===== src/rtl/des_sbox_engine_if.sv =====
// des_sbox_engine_if: valid/ready block handshake between a round controller and the S-box engine
interface des_sbox_engine_if;
    logic        in_valid;
    logic        in_ready;
    logic [47:0] in_data;
    logic        out_valid;
    logic        out_ready;
    logic [31:0] out_data;
    logic        busy;

    modport master (
        output in_valid, in_data, out_ready,
        input  in_ready, out_valid, out_data, busy
    );

    modport slave (
        input  in_valid, in_data, out_ready,
        output in_ready, out_valid, out_data, busy
    );
endinterface


===== src/rtl/des_sbox_engine.sv =====
// des_sbox_engine: DES S1..S8 substitution of a 48-bit round value, LANES boxes per cycle
module des_sbox_engine #(
    parameter int LANES = 2
) (
    input  logic             clk,
    input  logic             rst,
    des_sbox_engine_if.slave io
);
    localparam int STEPS = 8 / LANES;
    localparam int SW = STEPS > 1 ? $clog2(STEPS) : 1;
    localparam logic [SW-1:0] LAST = SW'(STEPS - 1);

    // One 256-bit table per box, entry row*16+col stored MSB-first; SBOX[7] is S1
    localparam logic [7:0][255:0] SBOX = {
        256'hE4D12FB83A6C5907_0F74E2D1A6CB9538_41E8D62BFC973A50_FC8249175B3EA06D,
        256'hF18E6B34972DC05A_3D47F28EC01A69B5_0E7BA4D158C6932F_D8A13F42B67C05E9,
        256'hA09E63F51DC7B428_D709346A285ECBF1_D6498F30B12C5AE7_1AD069874FE3B52C,
        256'h7DE3069A1285BC4F_D8B56F03472C1AE9_A690CB7DF13E5284_3F06A1D8945BC72E,
        256'h2C417AB6853FD0E9_EB2C47D150FA3986_421BAD78F9C5630E_B8C71E2D6F09A453,
        256'hC1AF92680D34E75B_AF427C9561DE0B38_9EF528C3704A1DB6_432C95FABE17608D,
        256'h4B2EF08D3C975A61_D0B7491AE35C2F86_14BDC37EAF680592_6BD814A7950FE23C,
        256'hD2846FB1A93E50C7_1FD8A374C56B0E92_7B419CE206ADF358_21E74A8DFC90356B
    };

    typedef enum logic [1:0] {IDLE, BUSY, DONE} state_t;

    state_t                st;
    state_t                nxt;
    logic [SW-1:0]         step;
    logic [7:0][5:0]       hold;
    logic [7:0][3:0]       res;
    logic [LANES-1:0][2:0] box;
    logic [LANES-1:0][3:0] nib;

    if (!(LANES == 1 || LANES == 2 || LANES == 4 || LANES == 8)) begin : g_bad_lanes
        $error("des_sbox_engine: LANES must be 1, 2, 4 or 8");
    end

    // Box b (0 = S1) is table SBOX[~b]; entry i sits at bits 255-4i, i.e. {~i, 2'b11}
    function automatic logic [3:0] lookup(input logic [2:0] b, input logic [5:0] x);
        logic [255:0] t;
        t = SBOX[~b];
        return t[{~{x[5], x[0], x[4:1]}, 2'b11} -: 4];
    endfunction

    // Lane j serves box step*LANES+j; box 1 occupies the top slice and top nibble
    always_comb begin
        for (int j = 0; j < LANES; j++) begin
            box[j] = 3'(int'(step) * LANES + j);
            nib[j] = lookup(box[j], hold[~box[j]]);
        end
    end

    // IDLE accepts a block, BUSY runs STEPS lookup cycles, DONE holds until the consumer takes it
    always_comb begin
        nxt = st == IDLE ? (io.in_valid ? BUSY : IDLE)
            : st == BUSY ? (step == LAST ? DONE : BUSY)
            : (io.out_ready ? IDLE : DONE);
    end

    // State, holding, step and result registers; reset clears everything so no stale result survives
    always_ff @(posedge clk) begin
        if (rst) begin
            st   <= IDLE;
            step <= '0;
            hold <= '0;
            res  <= '0;
        end else begin
            st <= nxt;
            if (st == IDLE && io.in_valid) begin
                hold <= io.in_data;
                step <= '0;
            end
            if (st == BUSY) begin
                step <= step == LAST ? '0 : step + 1'b1;
                for (int j = 0; j < LANES; j++) res[~box[j]] <= nib[j];
            end
        end
    end

    assign io.in_ready  = st == IDLE;
    assign io.out_valid = st == DONE;
    assign io.busy      = st == BUSY;
    assign io.out_data  = res;
endmodule


===== src/flat_wrapper.sv =====
// flat-port wrapper written by rule: the top's interface ports become plain ports
module des_sbox_engine_flat 
#(
    parameter int LANES = 2
)
  (clk, rst, io_in_valid, io_in_data, io_out_ready, io_in_ready, io_out_valid, io_out_data, io_busy);
  des_sbox_engine_if io_i ();
  input  logic clk;
  input  logic rst;
  input wire logic [$bits(io_i.in_valid)-1:0] io_in_valid;
  input wire logic [$bits(io_i.in_data)-1:0] io_in_data;
  input wire logic [$bits(io_i.out_ready)-1:0] io_out_ready;
  output wire logic [$bits(io_i.in_ready)-1:0] io_in_ready;
  output wire logic [$bits(io_i.out_valid)-1:0] io_out_valid;
  output wire logic [$bits(io_i.out_data)-1:0] io_out_data;
  output wire logic [$bits(io_i.busy)-1:0] io_busy;
  assign io_i.in_valid = io_in_valid;
  assign io_i.in_data = io_in_data;
  assign io_i.out_ready = io_out_ready;
  assign io_in_ready = io_i.in_ready;
  assign io_out_valid = io_i.out_valid;
  assign io_out_data = io_i.out_data;
  assign io_busy = io_i.busy;
  des_sbox_engine #(.LANES(LANES)) u_core (.clk(clk), .rst(rst), .io(io_i));
endmodule

===== config.mk =====
export PLATFORM = sky130hd
export DESIGN_NAME = des_sbox_engine_flat
export DESIGN_NICKNAME = d
export VERILOG_FILES = /design/src/rtl/des_sbox_engine_if.sv /design/src/rtl/des_sbox_engine.sv /design/src/flat_wrapper.sv
export SDC_FILE = /design/constraint.sdc
export NUM_CORES = 1
export LEC_CHECK = 0
export CAP_MARGIN = 25
export CORE_UTILIZATION = 50
export CTS_BUF_LIST = sky130_fd_sc_hd__clkbuf_2
export DETAILED_ROUTE_END_ITERATION = 8
export MAX_ROUTING_LAYER = met4
export PLACE_DENSITY = 0.84
export SKIP_CTS_REPAIR_TIMING = 1
export SYNTH_ARGS = -nofsm -noshare
export SYNTH_HDL_FRONTEND = slang
export SYNTH_SLANG_ARGS = --single-unit

===== constraint.sdc =====
create_clock -name clk -period 3.2 [get_ports clk]
set_input_delay 0.32 -clock clk [delete_from_list [all_inputs] [get_ports clk]]
set_output_delay 0.32 -clock clk [all_outputs]
set_load 0.1 [all_outputs]

==> results of run 1 <==
registers in the layout, summed over array words and instances (netlist names):
| name | flops |
|---|---|
| u_core.st | 2 |
| u_core.hold | 48 |
| u_core.step | 2 |
| u_core.io.out_data | 32 |
cells by family (layout without fill, tap and decap cells):
group,after synthesis,after routing,share of synthesized area
compound gates,413,413,0.357
simple gates,376,376,0.219
buf+inv,131,220,0.0803
flops,84,84,0.213
mux,61,61,0.0971
fa+ha+maj,20,20,0.0314
xor+xnor,2,2,0.00222
other cells,0,2,0
cell type report:
cell class	count	area, µm²
fillers	1433	5870
multi-input cells	872	5600
flip-flops and latches	84	1690
repair buffers	184	1690
well taps	211	264
inverters	20	81.3
clock inverters	7	80.1
clock buffers	9	45.0
diodes	2	5.00
power by group:
| part | switching (mW) | leakage (nW) | total, mW | internal (mW) |
|---|---|---|---|---|
| clock | 0.429 | 0.0748 | 0.621 | 0.192 |
| sequential | 0.0497 | 0.688 | 1.16 | 1.11 |
| combinational | 1.07 | 2.55 | 1.66 | 0.595 |
| total | 1.55 | 3.32 | 3.44 | 1.89 |
worst paths after layout:
check                                     from                endpoint  slack (ps)
worst min register to register  u_core.hold[5]          u_core.hold[5]         470
worst min-delay path                       rst  u_core.io.out_data[27]         110
worst max register to register  u_core.step[1]  u_core.io.out_data[29]         100
worst max-delay path            u_core.step[1]  u_core.io.out_data[29]         100
through the flow:
step | std cells | worst slack [ps] | instance area, µm² | util | power, mW
detailed placement | 1371 | 151 | 9300 | 0.607 | 2.76
finish | 1389 | 96.2 | 9450 | 0.617 | 3.44
floorplan | 1087 | 9.11 | 7920 | - | 2.22
global placement | 1371 | 140 | 9300 | 0.607 | 2.77
global route | 1389 | 7.81 | 9450 | 0.617 | 3.58
CTS | 1387 | 124 | 9430 | 0.616 | 3.38
worst max-delay path, cell delays in order (launching register included):
cell and delay [ps]:
dfxtp_4 510, clkinv_2 270, ha_1 440, clkinv_2 340, and4_1 310, a2111oi_0 500, a211o_1 180, nand3_1 230
a311oi_1 320
synth_stat cells (11+ instances only):
| master | number | area share |
|---|---|---|
| o31ai_1 | 19 | 0.018 |
| a21oi_1 | 122 | 0.077 |
| o22ai_1 | 17 | 0.013 |
| a31oi_1 | 18 | 0.014 |
| mux2i_1 | 34 | 0.043 |
| inv_1 | 15 | 0.0071 |
| nand2b_1 | 11 | 0.0087 |
| nand2_1 | 161 | 0.076 |
| o21ai_0 | 54 | 0.034 |
| a211oi_1 | 19 | 0.018 |
| o221ai_1 | 14 | 0.016 |
| nor3_1 | 18 | 0.011 |
| mux2_2 | 14 | 0.020 |
| dfxtp_1 | 84 | 0.21 |
| ha_1 | 19 | 0.030 |
| nand3b_1 | 25 | 0.024 |
| a311oi_1 | 13 | 0.014 |
| o211ai_1 | 21 | 0.020 |
| clkbuf_1 | 51 | 0.024 |
| nor2_1 | 95 | 0.045 |
| buf_2 | 36 | 0.023 |
| a221oi_1 | 14 | 0.016 |
| o311ai_0 | 11 | 0.012 |
| nand3_1 | 22 | 0.014 |
metal layers:
layer,vias up,global-route usage,wire length (µm)
met1,4416,0.572,13700
met5,-,-,0
met2,725,0.602,13800
li1,4274,-,-
met4,0,0.177,1470
met3,106,0.101,4250
==> reports/qor.csv, run 1 <==
stage,metric,value,unit
layout,fin nets,1242,
route,first-pass detailed-route iteration total,8,
clock_tree,CTS H-tree lvls,3,
layout,"most common cell after layout, fill and taps aside",nand2_1,
critical_path,Worst setup SP type,register,
route,Avg Vias per Cell,6.85,
route,routed via count,9521,
clock_tree,# clock sinks,84,
timing,Worst Max-Slew Pin Slew,1020,ps
timing,total negative setup slack,0,ps
yosys,"Seq/Total Area, Yosys",0.213,
die,DIE AREA,16300,µm²
yosys,syn avg cell area,7.27,µm²
layout,"commonest non-fill, non-tap cells in the layout","nand2_1 (161), a21oi_1 (122), nor2_1 (95)",
yosys,dominant synthesized flop cell,dfxtp_1,
timing,maximum clock rate,0.322,GHz
placed_design,placer's final routability congestion estimate,1.11,
route,Routed Antenna Nets,0,
die,row count,45,
critical_path,kind of critical path,reg -> reg,
timing,post-route minimum period,3100,ps
yosys,Synth Instances,1087,
timing,relative slew slack,0.320,
global_route,vias in the first global route,8698,
die,Die Y,128,µm
timing,Worst Skew,56.4,ps
yosys,warnings from Yosys,0,
min_path,Tightest Hold Check Type,in -> reg,
timing,RSZ-0062 raised after global routing,false,
clock_tree,"Clk Latency, worst-skew pair",630,ps
status,outcome,completed,
route,DR iter-0 viols,1673,
global_route,total global-route track usage,0.423,
clock_tree,root buffer cell,clkbuf_2,
global_route,global-route wire length before repair,51.2,mm
yosys,post-synthesis async set-or-reset flop share,0,
timing,max-slew violations,0,
timing,"Hold Vio Cnt, Final",0,
placed_design,Port Buf Inserts,86,
yosys,Post-synth EDFFs,0,
placed_design,hpwl dp,24.5,mm
timing,WHS,105,ps
clock_tree,Num CTS Buffers,9,
global_route,initial antenna violation count,2,
pwr,pwr dens,364,nW/µm²
route,final wirelength,33.3,mm
yosys,Syn Nets,1158,
die,CORE AREA,15300,µm²
layout,share of post-route cells with drive strength above 1,0.144,
pwr,Leak Pwr,3.32,nW
min_path,Worst Hold Path Cells,2,
timing,setup violators final,0,
die,Starting Density,0.516,
die,Ports,87,
clock_tree,Longest Clk Path Bufs,2,
flow_run,max_cap viols,0,
timing,Tcrit/Tclk final,0.970,
yosys,Mapped Area,7900,µm²
clock_tree,"Clk pin slew, worst setup/hold paths",300,ps
layout,area grow syn2layout,19.6,%
critical_path,crit-path max FO,17,
critical_path,CP endpoint kind,register,
critical_path,path depth of the worst reg2reg path,8,
yosys,synth unique cells,88,
global_route,largest net degree at the start of global routing,70,
critical_path,Critical Path RT,3780,ps
global_route,total congestion overflow,0,
pwr,Peak supply drop,0.311,mV
yosys,Synth Register Bits,84,
critical_path,worst path arrival time,3680,ps
clock_tree,CTS tree,done,
die,Die X,128,µm
route,Avg WL per Cell,23.9,µm
route,DR DRC count,0,
Note: power is estimated with default switching activity, not from simulation.
==> run 2: changes to the inputs <==
--- a/config.mk
+++ b/config.mk
@@ -6,4 +6,5 @@
 export NUM_CORES = 1
 export LEC_CHECK = 0
+export ABC_CLOCK_PERIOD_IN_PS = 3200
 export CAP_MARGIN = 25
 export CORE_UTILIZATION = 50
@@ -12,4 +13,5 @@
 export MAX_ROUTING_LAYER = met4
 export PLACE_DENSITY = 0.84
+export REMOVE_ABC_BUFFERS = 1
 export SKIP_CTS_REPAIR_TIMING = 1
 export SYNTH_ARGS = -nofsm -noshare
==> constraint.sdc (replaced) <==
create_clock -name clk -period 3.2 [get_ports clk]
set_input_delay 0.48 -clock clk [delete_from_list [all_inputs] [get_ports clk]]
set_output_delay 0.48 -clock clk [all_outputs]
set_load 0.1 [all_outputs]
==> run 2 against run 1 <==
  * Clock-buffer cell count grew 2
  * Core utilization up 1.4 points
  * Critical endpoint is now u_core.io.out_data[11]
  * Clock power rose by 6.4%
  * Via count is 2.8% higher
  * Setup slack got worse by 6.2 ps
  * Die area unchanged
  * First-iteration DRC count grew 11%
  * Critical path depth up 2
  * Combinational power grew 3%
==> reports/qor.csv, run 2 (synthesized netlist as in run 1, its figures left out) <==
stage,metric,value,unit
status,outcome,completed,
critical_path,Worst setup SP type,register,
clock_tree,Num CTS Buffers,9,
timing,max-slew violations,0,
die,Ports,87,
critical_path,CP cell instances,buf_12 > buf_4 > buf_4 > mux2_2 > mux2i_2 > buf_4 > o21ai_0 > a21o_1 > a311o_1 > a311oi_1,
global_route,GRT Max-Usage Layer,met2,
pwr,proportion of power drawn by the clock network,0.188,
min_path,hold_sp,io_in_data[22],
clock_tree,CTS tree,done,
route,Avg WL per Cell,24.0,µm
min_path,Worst Hold Path Cells,3,
global_route,total congestion overflow,0,
clock_tree,CTS H-tree lvls,3,
layout,"most common cell after layout, fill and taps aside",nand2_1,
critical_path,worst reg2reg endpoint,u_core.io.out_data[11],
layout,Final Core Density,0.631,
critical_path,worst path arrival time,3630,ps
timing,Tcrit/Tclk final,0.972,
global_route,largest net degree at the start of global routing,50,
pwr,P_sw,1.52,mW
timing,WHS,365,ps
pwr,Seq pwr share,0.326,
route,DR DRC count,0,
placed_design,Port Buf Inserts,86,
clock_tree,# clock sinks,84,
timing,post-route minimum period,3110,ps
min_path,Tightest Hold Check Type,in -> reg,
layout,max reg flops,48,
route,routed via count,9790,
critical_path,CP max stage cell,a311o_1,
layout,"commonest non-fill, non-tap cells in the layout","nand2_1 (160), buf_4 (138), a21oi_1 (122)",
critical_path,most frequent CP cell,buf_4,
die,DIE AREA,16300,µm²
global_route,total global-route track usage,0.422,
placed_design,DP Area,9340,µm²
route,Avg Vias per Cell,6.91,
global_route,met1 usage,0.508,
critical_path,path depth of the worst reg2reg path,10,
die,CORE AREA,15300,µm²
min_path,Hold EP,u_core.hold[22],
pwr,Internal,2.00,mW
critical_path,Critical Path RT,3720,ps
route,first-pass detailed-route iteration total,6,
placed_design,hpwl dp,24.1,mm
critical_path,CP peak stage delay,430,ps
pwr,combinational share of power,0.486,
die,Die X,128,µm
timing,relative slew slack,0.337,
critical_path,r2r setup slk,90,ps
critical_path,worst r2r src,u_core.step[0],
critical_path,cell family with most CP delay,compound AO/OA/AOI/OAI gates,
global_route,initial antenna violation count,1,
layout,share of post-route cells with drive strength above 1,0.183,
critical_path,CP endpoint kind,register,
critical_path,Critical path buffers and inverters,4,
timing,Worst Skew,36.8,ps
die,Die Y,128,µm
route,final wirelength,34.0,mm
global_route,met2 Use GR,0.640,
layout,largest register by flop count,u_core.hold,
clock_tree,root buffer cell,clkbuf_2,
pwr,Leak Pwr,3.53,nW
clock_tree,"Clk pin slew, worst setup/hold paths",260,ps
clock_tree,"Clk Latency, worst-skew pair",620,ps
pwr,Peak supply drop,0.242,mV
flow_run,max_cap viols,0,
critical_path,kind of critical path,reg -> reg,
die,Starting Density,0.516,
timing,maximum clock rate,0.322,GHz
pwr,total power,3.52,mW
timing,"Hold Vio Cnt, Final",0,
route,Routed Antenna Nets,0,
global_route,vias in the first global route,8990,
layout,area grow syn2layout,22.3,%
layout,post-route design area,9660,µm²
pwr,switching portion of total power,0.432,
route,DR iter-0 viols,1853,
pwr,pwr dens,364,nW/µm²
global_route,met3 Use GR,0.0864,
global_route,global-route wire length before repair,51.0,mm
layout,Layout fillers,1374,
timing,setup violators final,0,
die,row count,45,
timing,Worst Max-Slew Pin Slew,992,ps
critical_path,crit-path max FO,24,
clock_tree,Longest Clk Path Bufs,2,
placed_design,placer's final routability congestion estimate,1.09,
layout,fin nets,1271,
[run 2: power groups by stage]
| stage | sequential, mW | clock [mW] | combinational (mW) |
|---|---|---|---|
| final | 1.15 | 0.661 | 1.71 |
| after global routing | 1.15 | 0.722 | 1.79 |
| after CTS | 1.15 | 0.674 | 1.60 |
| after detailed placement | 1.17 | 0 | 1.60 |
| after global placement | 1.17 | 0 | 1.61 |
| after floorplan | 1.30 | 0 | 0.826 |
[run 2: worst max path at each step]
stage / startpoint / end / slack [ps] / cells after the start
2_1_floorplan: u_core.step[1] / u_core.io.out_data[12] / -2530 / 9
3_3_place_gp: u_core.step[0] / u_core.io.out_data[22] / 160 / 9
3_5_place_dp: u_core.step[0] / u_core.io.out_data[11] / 60 / 9
4_1_cts: u_core.step[0] / u_core.io.out_data[11] / 20 / 9
5_1_grt: u_core.step[0] / u_core.io.out_data[4] / -40 / 12
6_report: u_core.step[0] / u_core.io.out_data[11] / 90 / 10
[run 2: area by class of cell]
| cell class | count | area, µm² | area share |
|---|---|---|---|
| multi-input combinational | 873 | 5650 | 0.585 |
| timing repair buffer | 212 | 1850 | 0.192 |
| antenna | 1 | 2.50 | 0.000259 |
| clock buffer | 11 | 55.1 | 0.00570 |
| sequential | 84 | 1690 | 0.175 |
| clock inverter | 5 | 76.3 | 0.00790 |
| tap | 211 | 264 | 0.0273 |
| inverter | 20 | 75.1 | 0.00777 |
[run 2: worst register-to-register path: cells and delay by family, from the launching register on]
| family | cells | cell delay [ps] |
|---|---|---|
| AOI/OAI and AO/OA | 4 | 1220 |
| muxes | 2 | 560 |
| buffers and inverters | 4 | 800 |
| DFF | 1 | 420 |
[run 2: routing by layer]
| layer | wire [µm] | part of all wire |
|---|---|---|
| met5 | 0 | 0 |
| met4 | 2300 | 0.067 |
| met3 | 3730 | 0.11 |
| met2 | 15100 | 0.44 |
| met1 | 12900 | 0.38 |
[run 2: per-stage QoR]
stage	worst slack [ps]	instances	setup TNS, ps
2_1_floorplan	-2530	976	-70060
3_3_place_gp	158	1386	0
3_5_place_dp	61.4	1386	0
4_1_cts	15.3	1402	0
5_1_grt	-38.0	1417	-66.1
6_report	89.9	1417	0
==> run 3: changes to the inputs <==
MAX_ROUTING_LAYER = unset   (was met4)
==> run 3 against run 2 <==
  * Core utilization fell by 1.1 points
  * Register-to-register slack about the same
  * Clock-buffer cell count decreased by 2
  * Sequential share of layout area rose by 0.28 points
  * Fmax increased by 0.48%
  * Worst hold slack got worse by 14 ps
  * Setup slack improved by 15 ps
  * Final cell count shrank 0.99%
  * Wire length fell by 3.3%
  * Sequential power about the same
  * Clock skew is 15 ps lower
  * Largest cell class unchanged
  * Largest power group unchanged
==> reports/qor.csv, run 3 (synthesized netlist as in run 1, its figures left out) <==
stage,metric,value,unit
status,outcome,completed,
critical_path,CP endpoint kind,register,
timing,max-slew violations,0,
timing,Tcrit/Tclk final,0.967,
die,Die X,128,µm
die,row count,45,
placed_design,hpwl dp,23.7,mm
timing,Worst Skew,21.4,ps
layout,Layout fillers,1429,
layout,register area,1690,µm²
timing,WHS,350,ps
critical_path,CP max stage cell,dfxtp_4,
placed_design,DP Area,9250,µm²
critical_path,CP cell instances,buf_4 > mux2_2 > mux2i_4 > inv_2 > buf_4 > mux2i_1 > nand2_1 > a311oi_1 > a21oi_1 > a221oi_2 > buf_4 > o41ai_1,
clock_tree,CTS H-tree lvls,3,
pwr,pwr dens,366,nW/µm²
global_route,total global-route track usage,0.405,
pwr,Peak supply drop,0.261,mV
pwr,Leak Pwr,3.45,nW
layout,"commonest non-fill, non-tap cells in the layout","nand2_1 (160), buf_4 (131), a21oi_1 (122)",
layout,post-route design area,9500,µm²
critical_path,Worst setup SP type,register,
layout,area grow syn2layout,20.2,%
layout,largest register by flop count,u_core.hold,
layout,max reg flops,48,
layout,area occupied by multi-input gates,5610,µm²
die,CORE AREA,15300,µm²
clock_tree,CTS tree,done,
placed_design,Port Buf Inserts,86,
clock_tree,Num CTS Buffers,9,
layout,share of post-route cells with drive strength above 1,0.171,
route,Routed Antenna Nets,0,
global_route,total congestion overflow,0,
global_route,largest net degree at the start of global routing,50,
route,routed via count,9692,
layout,"most common cell after layout, fill and taps aside",nand2_1,
placed_design,Placed Cells,1376,
layout,fin cells,1403,
critical_path,crit-path max FO,22,
clock_tree,"Clk Latency, worst-skew pair",630,ps
global_route,initial antenna violation count,1,
critical_path,CP peak stage delay,430,ps
route,Avg Vias per Cell,6.91,
route,Avg WL per Cell,23.4,µm
route,first-pass detailed-route iteration total,9,
min_path,Tightest Hold Check Type,in -> reg,
timing,post-route minimum period,3100,ps
timing,relative slew slack,0.338,
die,DIE AREA,16300,µm²
layout,fin nets,1258,
route,DR iter-0 viols,1554,
timing,setup violators final,0,
die,Ports,87,
global_route,global-route wire length before repair,50.5,mm
clock_tree,Longest Clk Path Bufs,2,
clock_tree,# clock sinks,84,
timing,maximum clock rate,0.323,GHz
critical_path,most frequent CP cell,buf_4,
route,final wirelength,32.9,mm
route,DR DRC count,0,
timing,"Hold Vio Cnt, Final",0,
clock_tree,root buffer cell,clkbuf_2,
critical_path,kind of critical path,reg -> reg,
global_route,vias in the first global route,8883,
die,Die Y,128,µm
die,Starting Density,0.516,
critical_path,worst path arrival time,3620,ps
clock_tree,"Clk pin slew, worst setup/hold paths",250,ps
placed_design,placer's final routability congestion estimate,1.07,
critical_path,Critical Path RT,3720,ps
timing,Worst Max-Slew Pin Slew,989,ps
timing,RSZ-0062 raised after global routing,true,
flow_run,max_cap viols,0,
-- run 3: changes by cell type in the layout (fill, tap and decap cells not counted), sizes merged --
cell           delta
inv               +1
mux4              -1
clkdlybuf4s50     -2
buf               -9
clkbuf            -3
-- run 3: critical path: cells and delay by family (launching register included) --
kind / cells / cell delay [ps]
muxes: 3 / 760
DFF: 1 / 430
AOI/OAI and AO/OA: 4 / 860
and+or+nand+nor: 1 / 80
buffers and inverters: 4 / 860
-- run 3: worst paths after layout --
check / slack [ps] / endpoint / depth (start not counted) / start
setup / recovery: 100 / u_core.io.out_data[0] / 12 / u_core.step[0]
hold / removal: 350 / u_core.hold[1] / 3 / io_in_data[1]
setup reg to reg: 100 / u_core.io.out_data[0] / 12 / u_core.step[0]
hold reg to reg: 470 / u_core.hold[17] / 2 / u_core.hold[17]
-- run 3: cell type report --
| class | instances | share of cell area |
|---|---|---|
| well taps | 211 | 0.0278 |
| clock inverters | 6 | 0.00935 |
| repair buffers | 200 | 0.182 |
| multi-input cells | 872 | 0.590 |
| diodes | 1 | 0.000263 |
| inverters | 20 | 0.00790 |
| clock buffers | 9 | 0.00474 |
| flip-flops and latches | 84 | 0.178 |
-- run 3: per-stage QoR --
stage,setup WS [ps],setup TNS (ps),util,power (mW)
finish,105,0,0.620,3.48
global route,-3.72,-3.72,0.620,3.62
CTS,-80.5,-137,0.613,3.40
detailed placement,-28.9,-28.9,0.604,2.75
global placement,67.7,0,0.604,2.75
floorplan,-2530,-70060,-,2.13
-- run 3: power by group --
part / total [mW] / switching (mW) / internal [mW] / leakage, nW
Clock: 0.663 / 0.408 / 0.256 / 0.0760
Combinational: 1.67 / 1.06 / 0.606 / 2.68
Sequential: 1.15 / 0.0434 / 1.11 / 0.688
-- run 3: metal layers --
layer / vias up / track usage / wire (µm)
li1: 4303 / - / -
met1: 4516 / 0.512 / 13000
met2: 700 / 0.650 / 14900
met3: 173 / 0.0826 / 3150
met4: 0 / 0.212 / 1870
met5: - / 0 / 0
